--- src/rtl/sevenseg_pkg.sv ---
// Shared definitions for the 7-segment pattern decoder.
//   SEG_BLANK   : all segments off (active-low, gfe_dcba)
//   SEG_DIGIT   : pattern for each digit 0-9; the segment encoder uses the same table
//   seg_decode  : pattern -> {legal, value}
//   seg_state_t : decoder FSM states
package sevenseg_pkg;

    localparam logic [6:0] SEG_BLANK = 7'h7F;

    localparam logic [6:0] SEG_DIGIT [10] = '{
        7'h40, 7'h79, 7'h24, 7'h30, 7'h19,
        7'h12, 7'h02, 7'h78, 7'h00, 7'h10
    };

    typedef struct packed {
        logic       legal;
        logic [3:0] value;
    } seg_dec_t;

    typedef enum logic [1:0] {
        IDLE   = 2'd0,
        TRACK  = 2'd1,
        COMMIT = 2'd2
    } seg_state_t;

    function automatic seg_dec_t seg_decode(input logic [6:0] pattern);
        seg_dec_t r;
        r.legal = 1'b0;
        r.value = 4'd0;
        for (int i = 0; i < 10; i++) begin
            if (pattern == SEG_DIGIT[i]) begin
                r.legal = 1'b1;
                r.value = 4'(i);
            end
        end
        return r;
    endfunction

endpackage

--- src/rtl/sevenseg_stable_filter.sv ---
// Stability filter: registers the incoming pattern every edge and counts how
// many consecutive samples were identical, saturating at STABLE_CYCLES.
//   clk, rst_n     : clock, async active-low reset
//   run            : counting allowed; when low the counter is held at 0
//   pattern_in     : raw segment pattern
//   stable_pattern : most recent sample
//   stable         : sample has been identical for STABLE_CYCLES samples
module sevenseg_stable_filter
    import sevenseg_pkg::*;
#(
    parameter int STABLE_CYCLES = 4
) (
    input  logic       clk,
    input  logic       rst_n,
    input  logic       run,
    input  logic [6:0] pattern_in,
    output logic [6:0] stable_pattern,
    output logic       stable
);

    logic [6:0] sample;
    logic [3:0] cnt;

    always_ff @(posedge clk or negedge rst_n) begin
        if (!rst_n) begin
            sample <= SEG_BLANK;
            cnt    <= 4'd0;
        end else begin
            sample <= pattern_in;
            if (!run) begin
                cnt <= 4'd0;
            end else if (pattern_in != sample) begin
                // any change restarts filtering; the new sample is the first of its run
                cnt <= 4'd1;
            end else if (cnt != 4'(STABLE_CYCLES)) begin
                cnt <= cnt + 4'd1;
            end
        end
    end

    assign stable_pattern = sample;
    assign stable         = (cnt == 4'(STABLE_CYCLES));

endmodule

--- src/rtl/sevenseg_decoder.sv ---
// Decodes a filtered active-low 7-segment pattern back into a digit 0-9,
// strobing once per newly committed digit and keeping a short digit history.
//   clk, rst_n   : clock, async active-low reset
//   ledsegments  : active-low pattern, gfe_dcba in [6:0]
//   enable       : decoder active
//   err_clear    : clears seg_error
//   digit        : last accepted digit
//   digit_valid  : committed pattern is a legal digit
//   digit_strobe : one-cycle pulse on a new digit commit
//   blank        : committed pattern is all-off
//   seg_error    : sticky, an illegal pattern was committed
//   history      : committed digits, newest in [3:0]
//   digit_count  : committed digits, saturating at 255
//
// state  | meaning
// IDLE   | disabled; committed pattern forced blank, counter cleared
// TRACK  | filtering; commit when a stable pattern differs from the committed one
// COMMIT | one cycle after a commit, then back to TRACK
module sevenseg_decoder
    import sevenseg_pkg::*;
#(
    parameter int STABLE_CYCLES = 4,
    parameter int HIST_DEPTH    = 4
) (
    input  logic                    clk,
    input  logic                    rst_n,
    input  logic [6:0]              ledsegments,
    input  logic                    enable,
    input  logic                    err_clear,
    output logic [6:0]              digit,
    output logic                    digit_valid,
    output logic                    digit_strobe,
    output logic                    blank,
    output logic                    seg_error,
    output logic [4*HIST_DEPTH-1:0] history,
    output logic [7:0]              digit_count
);

    localparam int HW = 4 * HIST_DEPTH;

    seg_state_t state, state_nxt;
    logic [6:0] committed;
    logic [6:0] stable_pattern;
    logic       stable;
    logic       commit_go;
    logic       illegal_go;
    seg_dec_t   dec;

    sevenseg_stable_filter #(
        .STABLE_CYCLES(STABLE_CYCLES)
    ) u_filter (
        .clk           (clk),
        .rst_n         (rst_n),
        .run           ((state != IDLE) && enable),
        .pattern_in    (ledsegments),
        .stable_pattern(stable_pattern),
        .stable        (stable)
    );

    assign dec = seg_decode(stable_pattern);

    always_ff @(posedge clk or negedge rst_n) begin
        if (!rst_n) state <= IDLE;
        else        state <= state_nxt;
    end

    always_comb begin
        state_nxt = state;
        case (state)
            IDLE:    state_nxt = TRACK;
            TRACK:   if (stable && (stable_pattern != committed)) state_nxt = COMMIT;
            COMMIT:  state_nxt = TRACK;
            default: state_nxt = IDLE;
        endcase
        if (!enable) state_nxt = IDLE;
    end

    assign commit_go  = (state == TRACK) && (state_nxt == COMMIT);
    assign illegal_go = commit_go && !dec.legal && (stable_pattern != SEG_BLANK);

    always_ff @(posedge clk or negedge rst_n) begin
        if (!rst_n) begin
            committed    <= SEG_BLANK;
            digit        <= 7'd0;
            digit_valid  <= 1'b0;
            digit_strobe <= 1'b0;
            blank        <= 1'b1;
            seg_error    <= 1'b0;
            history      <= '0;
            digit_count  <= 8'd0;
        end else begin
            digit_strobe <= 1'b0;
            if (!enable) begin
                committed   <= SEG_BLANK;
                blank       <= 1'b1;
                digit_valid <= 1'b0;
            end else if (commit_go) begin
                committed <= stable_pattern;
                if (dec.legal) begin
                    digit        <= {3'b000, dec.value};
                    digit_valid  <= 1'b1;
                    blank        <= 1'b0;
                    digit_strobe <= 1'b1;
                    history      <= (history << 4) | HW'(dec.value);
                    if (digit_count != 8'hFF) digit_count <= digit_count + 8'd1;
                end else if (stable_pattern == SEG_BLANK) begin
                    blank       <= 1'b1;
                    digit_valid <= 1'b0;
                end else begin
                    blank       <= 1'b0;
                    digit_valid <= 1'b0;
                end
            end
            // a same-cycle illegal commit beats err_clear
            if (illegal_go)     seg_error <= 1'b1;
            else if (err_clear) seg_error <= 1'b0;
        end
    end

endmodule

--- config.mk ---
export PLATFORM = sky130hd
export DESIGN_NAME = sevenseg_decoder
export DESIGN_NICKNAME = d
export VERILOG_FILES = /design/src/rtl/sevenseg_pkg.sv /design/src/rtl/sevenseg_stable_filter.sv /design/src/rtl/sevenseg_decoder.sv
export SDC_FILE = /design/constraint.sdc
export NUM_CORES = 1
export LEC_CHECK = 0
export BUFFER_PORTS_ARGS = -buffer_cell sky130_fd_sc_hd__buf_2
export CAP_MARGIN = 20
export CORE_MARGIN = 5
export CORE_UTILIZATION = 45
export CTS_CLUSTER_SIZE = 20
export DETAILED_ROUTE_END_ITERATION = 10
export HOLD_SLACK_MARGIN = 0.02
export PLACE_DENSITY = 0.7
export SETUP_SLACK_MARGIN = 0.15
export SLEW_MARGIN = 20
export SYNTH_ARGS = -nofsm -noshare
export SYNTH_HDL_FRONTEND = slang
export SYNTH_HIERARCHICAL = 1
export SYNTH_SLANG_ARGS = --single-unit
--- constraint.sdc ---
create_clock -name clk -period 2.3 [get_ports clk]
set_input_delay 0.23 -clock clk [delete_from_list [all_inputs] [get_ports clk]]
set_output_delay 0.23 -clock clk [all_outputs]
set_load 0.05 [all_outputs]
==> run summary, run 1 <==
outcome: complete, but fails checks
failing checks: negative hold slack
first-pass iteration count of the detailed router: 5
nets: 291
final setup violation count: 0
HP Class: input port to async pin
Die W: 83.0 um
Syn. warnings: 6
Pwr Total: 1.53 mW
clock transition at the registers of the reported paths: 90 ps
largest net degree at the start of global routing: 49
Syn-to-layout area delta: 23.7%
Leakage: 1.45 nW
DRC: 0
Final Max Tran Viols: 0
Peak VDD IR: 0.322 mV
CP peak stage delay: 640 ps
Crit path max-delay family: flip-flops
Async SR Flop Fraction: 100%
Max clock buf depth: 2
Detailed Route WL: 5.38 mm
Worst EP arrival: 2360 ps
slew margin rel.: 56.0%
# port buffers: 42
fin cells: 348
startpoint types: register
total grt overflow: 0
GRT Overall Usage: 14.1%
H-Tree Depth: 2
Tightest Pin Transition: 654 ps
max-cap check violation count: 0
Die ar.: 6900 um2
WHS: -2.69 ps
Critical Path RT: 2500 ps
hpwl dp: 3.39 mm
fmax: 463 MHz
Cell Chain, Critical Path: xnor2_2, nand4_1, o41a_4, o21ai_4, clkinv_4, mux2_4
total CTS buffers: 5
count of cell types in the netlist: 46
Antenna diodes: 0
Setup crit end kind: register
post-synth top area share: 34.4%
WL/cell: 15.5 um
fin crit share: 93.8%
RSZ-0062 raised after global routing: true
share of layout cells above drive strength 1: 45.0%
CP bufs+invs: 1
Crit-path slowest cell: dfstp_2
ANT nets after route: 0
setup TNS: 0 ps
Num Clock Sinks: 48
P per Cell Area: 516 nW/um2
post-synth top area cell: dfrtp_1
vias per cell: 5.22
crit path launch: u_filter/stable_pattern[4]
top cells by area, synth: dfrtp_1 34%, dfstp_2 16%, xnor2_1 4.7%, mux2_2 3.8%, mux2_4 3.8%
TritonCTS clock tree: yes
Starting Density: 46.7%
final core occ: 57.8%
row cnt: 26
Cell Area, Placed: 2600 um2
GPL Wtd Cong: 0.834
antenna violations before repair: 0
largest fanout on the critical path: 8
fin crit period: 2160 ps
global-route wire length before repair: 8.00 mm
detailed router's first-iteration violation count: 118
vias in the first global route: 1673
Post-Syn Area: 2400 um2
Yosys reg bits: 48
core box area: 5140 um2
Avg Synthesized Cell Area: 11.2 um2
RR Startpoint: u_filter/stable_pattern[4]
count leader, synth: dfrtp_1
critical path class: register to register
synth cell count leaders: 33 x dfrtp_1, 15 x dfstp_2, 14 x nand2_1
design area: 2970 um2
vias post-DR: 1817
Post-synth EDFFs: 0
Worst-Skew Late Latency: 310 ps
ys flop type: dfrtp_1
clock root buffer: clkbuf_8
final hold vios: 5
DP Cell Count: 314
Die Span Y: 83.0 um
Synth Instances: 214
clock skew: 3.49 ps
Seq/Total Area, Yosys: 50.8%
# IOs: 46
## cells by family after synthesis
family	count (synthesis)	share of synthesized area, %
DFF	48	50.8
AOI/OAI and AO/OA	32	10.4
other	1	0.156
and+or+nand+nor	63	13.5
adders and majority gates	3	1.56
muxes	16	8.34
buffers and inverters	30	7.61
xor gates and xnor gates	21	7.66
## final timing paths
check / to / slack (ps) / cells after the start
max in group asynchronous: state[0] / 1900 / 2
min: state[1] / -3 / 2
max: history[8] / 140 / 6
max reg2reg: history[8] / 140 / 6
min reg2reg: digit_valid / 480 / 2
min in group clk: u_filter/stable_pattern[6] / 30 / 1
## state kept, by name (all words and copies together) (netlist names)
signal / count
history: 16
digit_valid: 1
committed: 7
digit_strobe: 1
digit_count: 8
u_filter/stable_pattern: 7
u_filter/cnt: 4
state: 2
seg_error: 1
blank: 1
## stage by stage
stage               hold slack, ps  setup slack [ps]
floorplan                    -65.6               157
global placement               353               159
detailed placement             354               109
CTS                           27.0               135
global route                  17.1              50.9
finish                       -2.69               142
## power by group
group	leakage (nW)	total, mW	internal, mW	switching [mW]
clock	0.0434	0.535	0.243	0.291
combinational	0.791	0.125	0.0504	0.0741
sequential	0.616	0.875	0.858	0.0169
## worst reg2reg max path, delay by kind of cell (launching register included)
| family | cells | cell delay (ps) |
|---|---|---|
| DFF | 1 | 640 |
| AOI/OAI and AO/OA | 2 | 580 |
| muxes | 1 | 340 |
| buffers and inverters | 1 | 210 |
| and+or+nand+nor | 1 | 160 |
| xor gates and xnor gates | 1 | 130 |
## layer usage
layer | track usage (%) | up-vias | routed length, um
met1 | 18.6 | 889 | 2380
met2 | 21.4 | 54 | 2590
met3 | 4.16 | 8 | 315
met5 | 0 | - | 0
met4 | 6.24 | 0 | 92
li1 | - | 866 | -
## cell usage in the layout (no fill, tap or decap), types with 2 or more instances in the layout
cell type	Yosys	final
a31oi_1	3	3
conb_1	1	3
mux2_2	8	4
nand4_1	4	4
dfstp_2	15	15
buf_2	3	43
a41oi_1	2	2
nor2_1	13	12
o21ai_0	3	3
clkinvlp_4	0	2
nand2_1	14	14
nor3_1	11	10
inv_1	10	9
xor2_1	8	8
xnor2_1	13	10
clkbuf_8	0	6
mux2_4	6	10
xnor2_2	0	3
nand3_1	11	11
mux2i_1	2	2
buf_4	11	26
ha_1	3	2
dfrtp_1	33	33
o31a_1	2	2
nor4_1	4	3
o21a_1	2	2
a21oi_1	7	7
inv_2	1	2
## timing repair
action | CTS | global route
hold buffers | 0 | 0
setup endpoints to repair | 12 | 21
buffers inserted | 0 | 25
resized for setup | 2 | 15
gates cloned | 0 | 1
pin swaps | 0 | 8
## area by class of cell
class,instances,area [um2]
Clock buffer,6,82.6
Clock inverter,2,15.0
Fill cell,455,2170
Inverter,12,50.0
Multi-Input combinational cell,138,1070
Sequential cell,48,1220
Tap cell,70,87.6
Timing Repair Buffer,71,435
Timing Repair inverter,1,6.26
Note: power is estimated with default switching activity, not from simulation.
==> run 2: changes to the inputs <==
--- a/config.mk
+++ b/config.mk
@@ -8,11 +8,10 @@
 export BUFFER_PORTS_ARGS = -buffer_cell sky130_fd_sc_hd__buf_2
 export CAP_MARGIN = 20
 export CORE_MARGIN = 5
-export CORE_UTILIZATION = 45
+export CORE_UTILIZATION = 40
 export CTS_CLUSTER_SIZE = 20
 export DETAILED_ROUTE_END_ITERATION = 10
 export HOLD_SLACK_MARGIN = 0.02
-export PLACE_DENSITY = 0.7
 export SETUP_SLACK_MARGIN = 0.15
 export SLEW_MARGIN = 20
 export SYNTH_ARGS = -nofsm -noshare
==> run 2 against run 1 <==
  * The run now ends clean
  * Final cell count up 2.3%
  * Sequential share of layout area down 0.34 points
  * Hold slack better by 31 ps
==> run summary, run 2 (same netlist as run 1, synthesis figures left out) <==
outcome: finished, final reports clean
# port buffers: 42
clock transition at the registers of the reported paths: 100 ps
total grt overflow: 0
total CTS buffers: 5
Tightest Pin Transition: 882 ps
max reg flops: 16
largest fanout on the critical path: 7
H-Tree Depth: 2
Peak VDD IR: 0.331 mV
GRT Overall Usage: 14.0%
TritonCTS clock tree: yes
P per Cell Area: 544 nW/um2
Cell Area, Placed: 2630 um2
Die Span Y: 87.5 um
top flop regs: history (16), digit_count (8)
Max clock buf depth: 2
Setup WS post-layout: 209 ps
global-route wire length before repair: 8.45 mm
Leakage: 1.46 nW
GPL Wtd Cong: 0.898
slew margin rel.: 41.2%
setup TNS: 0 ps
first-pass iteration count of the detailed router: 4
largest net degree at the start of global routing: 42
Antenna diodes: 0
Worst-Skew Late Latency: 310 ps
Worst EP arrival: 2330 ps
Reg with most FFs: history
core box area: 5890 um2
HP Class: input port to async pin
final setup violation count: 0
vias in the first global route: 1729
RSZ-0062 raised after global routing: true
fill count: 541
most frequent cells in the layout: 42 x buf_2, 33 x dfrtp_1, 29 x buf_4
Syn-to-layout area delta: 24.8%
Num Clock Sinks: 48
design area: 3000 um2
clock skew: 8.11 ps
# IOs: 46
row cnt: 28
fin crit period: 2090 ps
nets: 294
WL/cell: 14.5 um
final core occ: 50.9%
final hold vios: 0
ANT nets after route: 0
Die W: 87.5 um
reg2reg path depth: 8
share of layout cells above drive strength 1: 43.8%
max-cap check violation count: 0
Starting Density: 40.8%
startpoint types: register
detailed router's first-iteration violation count: 96
hpwl dp: 3.53 mm
Place WS: 62.1 ps
clock root buffer: clkbuf_8
Critical Path RT: 2530 ps
RR Startpoint: u_filter/stable_pattern[6]
flop-to-flop setup slack: 210 ps
Detailed Route WL: 5.15 mm
Setup crit end kind: register
DRC: 0
Final Max Tran Viols: 0
vias post-DR: 1809
critical path class: register to register
antenna violations before repair: 0
Die ar.: 7650 um2
FF-to-FF End: digit_count[4]
commonest non-fill, non-tap cell in the layout: buf_2
Pwr Total: 1.63 mW
fin crit share: 90.9%
fmax: 478 MHz
vias per cell: 5.08
-- run 2: changes by cell type in the layout (fill, tap and decap cells not counted), moves of 2 or more --
cell / before / now
buf_4: 26 / 29
dlygate4sd3_1: 0 / 2
inv_6: 0 / 2
mux2_2: 4 / 8
mux2_4: 10 / 6
xnor2_1: 10 / 13
xnor2_2: 3 / 0
-- run 2: critical path, stage by stage, from the launching register on --
cell       delay (ps)
dfstp_2           660
buf_4             180
nand2_1            70
o22ai_1           230
o2bb2ai_2         190
o21ai_4           150
buf_4             190
nor3_4            180
xor2_1            160
-- run 2: area by class of cell --
type | count | area (um2) | share of cell area (%)
clock inverters | 3 | 46.3 | 1.55
inverters | 12 | 50.0 | 1.67
repair inverters | 1 | 3.75 | 0.125
well taps | 75 | 93.8 | 3.13
clock buffers | 5 | 68.8 | 2.30
repair buffers | 74 | 459 | 15.3
multi-input cells | 138 | 1050 | 35.2
flip-flops and latches | 48 | 1220 | 40.7
-- run 2: worst max-delay path by stage --
stage	to	cells past startpoint	start	slack, ps
5_1_grt	digit_count[4]	10	u_filter/cnt[0]	110
3_5_place_dp	history[4]	9	u_filter/cnt[0]	60
4_1_cts	history[14]	6	u_filter/stable_pattern[6]	150
2_1_floorplan	history[10]	11	u_filter/cnt[0]	160
3_3_place_gp	history[2]	9	u_filter/cnt[0]	120
6_report	digit_count[4]	8	u_filter/stable_pattern[6]	210
-- run 2: report_power, final --
group          internal [mW]  switching [mW]  leakage [nW]
sequential             0.858          0.0146         0.616
clock                  0.328           0.302        0.0548
combinational         0.0524          0.0762         0.788
total                   1.24           0.393          1.46
-- run 2: per-stage QoR --
stage	instances	hold WS [ps]
2_1_floorplan	216	-65.6
3_3_place_gp	322	354
3_5_place_dp	322	356
4_1_cts	343	21.0
5_1_grt	356	18.6
6_report	356	28.3
-- run 2: metal layers --
metal / track usage [%] / vias up / wire length (um)
met5: 0 / - / 0
met4: 5.16 / 0 / 80
met3: 2.93 / 6 / 208
met2: 22.1 / 40 / 2490
met1: 18.9 / 888 / 2370
li1: - / 875 / -
-- run 2: what timing repair did --
item	CTS	global route
endpoints found under the setup margin	16	22
pin swaps	2	8
gates cloned	1	0
setup buffers	12	11
hold buffers	0	2
endpoints found under the hold margin	0	2
resized for setup	4	9
==> run 3: changes to the inputs <==
--- a/config.mk
+++ b/config.mk
@@ -9,6 +9,7 @@
 export CAP_MARGIN = 20
 export CORE_MARGIN = 5
 export CORE_UTILIZATION = 40
+export CTS_BUF_LIST = sky130_fd_sc_hd__clkbuf_4
 export CTS_CLUSTER_SIZE = 20
 export DETAILED_ROUTE_END_ITERATION = 10
 export HOLD_SLACK_MARGIN = 0.02
==> run 3 against run 2 <==
  * Largest power group unchanged
  * Count of clock-buffer cells in the layout is the same
  * Maximum frequency decreased by 0.22%
  * Routed wire length increased by 0.91%
  * Critical path type unchanged
  * Clock skew is 14 ps higher
  * Die area unchanged
==> run summary, run 3 (same netlist as run 1, synthesis figures left out) <==
outcome: finished, final reports clean
fmax: 477 MHz
clock root buffer: clkbuf_4
Setup WS post-layout: 204 ps
vias in the first global route: 1746
Worst-Skew Late Latency: 380 ps
Syn-to-layout area delta: 26.9%
first-pass iteration count of the detailed router: 4
clock skew: 22.6 ps
final hold vios: 0
Critical Path RT: 2590 ps
fin crit share: 91.1%
Reg with most FFs: history
Die ar.: 7650 um2
GRT Overall Usage: 14.2%
Peak VDD IR: 0.300 mV
Die Span Y: 87.5 um
share of layout cells above drive strength 1: 42.9%
vias per cell: 5.01
TritonCTS clock tree: yes
Starting Density: 40.8%
P per Cell Area: 506 nW/um2
max-cap check violation count: 0
busiest grt layer: met2
Num Clock Sinks: 48
WL/cell: 14.3 um
largest net degree at the start of global routing: 42
# IOs: 46
slew margin rel.: 40.3%
# port buffers: 42
detailed router's first-iteration violation count: 97
RSZ-0062 raised after global routing: true
H-Tree Depth: 2
total CTS buffers: 5
Die W: 87.5 um
GR Util met1: 19.3%
largest fanout on the critical path: 6
met2 GRT Util: 22.2%
hpwl dp: 3.53 mm
clock transition at the registers of the reported paths: 160 ps
critical path class: register to register
Place WS: 62.1 ps
fin crit period: 2100 ps
row cnt: 28
antenna violations before repair: 0
total grt overflow: 0
Antenna diodes: 0
top flop regs: history (16), digit_count (8)
Detailed Route WL: 5.19 mm
HP Class: input port to async pin
Max clock buf depth: 2
setup TNS: 0 ps
final setup violation count: 0
met3 usage: 2.93%
DRC: 0
max reg flops: 16
Tightest Pin Transition: 895 ps
ANT nets after route: 0
core box area: 5890 um2
Worst EP arrival: 2390 ps
startpoint types: register
most frequent cells in the layout: 42 x buf_2, 33 x dfrtp_1, 28 x buf_4
Setup crit end kind: register
GPL Wtd Cong: 0.898
commonest non-fill, non-tap cell in the layout: buf_2
global-route wire length before repair: 8.55 mm
Leakage: 1.48 nW
Final Max Tran Viols: 0
vias post-DR: 1823
nets: 302
==> run 3: metrics by stage <==
| stage | instance area [um2] | cells | hold slack [ps] | power [mW] | util (%) |
|---|---|---|---|---|---|
| 5_1_grt | 3050 | 364 | 482 | 1.61 | 51.8 |
| 3_5_place_dp | 2630 | 322 | 356 | 0.992 | 44.7 |
| 4_1_cts | 2890 | 349 | 29.3 | 1.54 | 49.1 |
| 3_3_place_gp | 2630 | 322 | 354 | 0.992 | 44.7 |
| 6_report | 3050 | 364 | 487 | 1.54 | 51.8 |
| 2_1_floorplan | 2410 | 216 | -65.6 | 0.957 | - |
==> run 3: per-layer routing <==
metal  vias to the layer above  part of all wire [%]
li1                        890                     -
met1                       887                    47
met2                        40                    48
met3                         6                   3.7
met4                         0                   1.5
met5                         -                     0
==> run 3: worst paths after layout <==
kind	slack (ps)	from	to	depth (start not counted)
max in group asynchronous	1060	rst_n	committed[2]	3
min in group clk	490	ledsegments[3]	u_filter/stable_pattern[3]	2
worst min-delay path	490	rst_n	history[13]	2
worst max-delay path	200	u_filter/stable_pattern[4]	history[14]	6
worst max register to register	200	u_filter/stable_pattern[4]	history[14]	6
worst min register to register	510	digit_count[5]	digit_count[5]	1
==> run 3: report_power, final <==
group          total [mW]  internal [mW]  switching [mW]
combinational       0.140         0.0610          0.0790
sequential          0.872          0.859          0.0130
clock               0.532          0.233           0.299
==> run 3: critical path, stage by stage, from the launching register on <==
cell and delay [ps]:
dfstp_2 630, xnor2_1 150, nand4_1 170, o41a_4 400
o21ai_4 160, buf_6 190, mux2_2 320
==> run 3: cell type report <==
cell class              instances  area (um2)
inverters                      12        50.0
well taps                      75        93.8
flip-flops and latches         48        1220
multi-input cells             138        1050
repair buffers                 82         543
clock buffers                   5        37.5
repair inverters                1        3.75
fillers                       536        2840
clock inverters                 3        46.3
==> run 3: what timing repair did <==
action / CTS / global route
endpoints found under the hold margin: 41 / 1
cloned: 1 / 0
hold buffers: 9 / 1
setup endpoints to repair: 16 / 22
setup buffers: 9 / 14
resized for setup: 4 / 11
pin swaps: 2 / 9
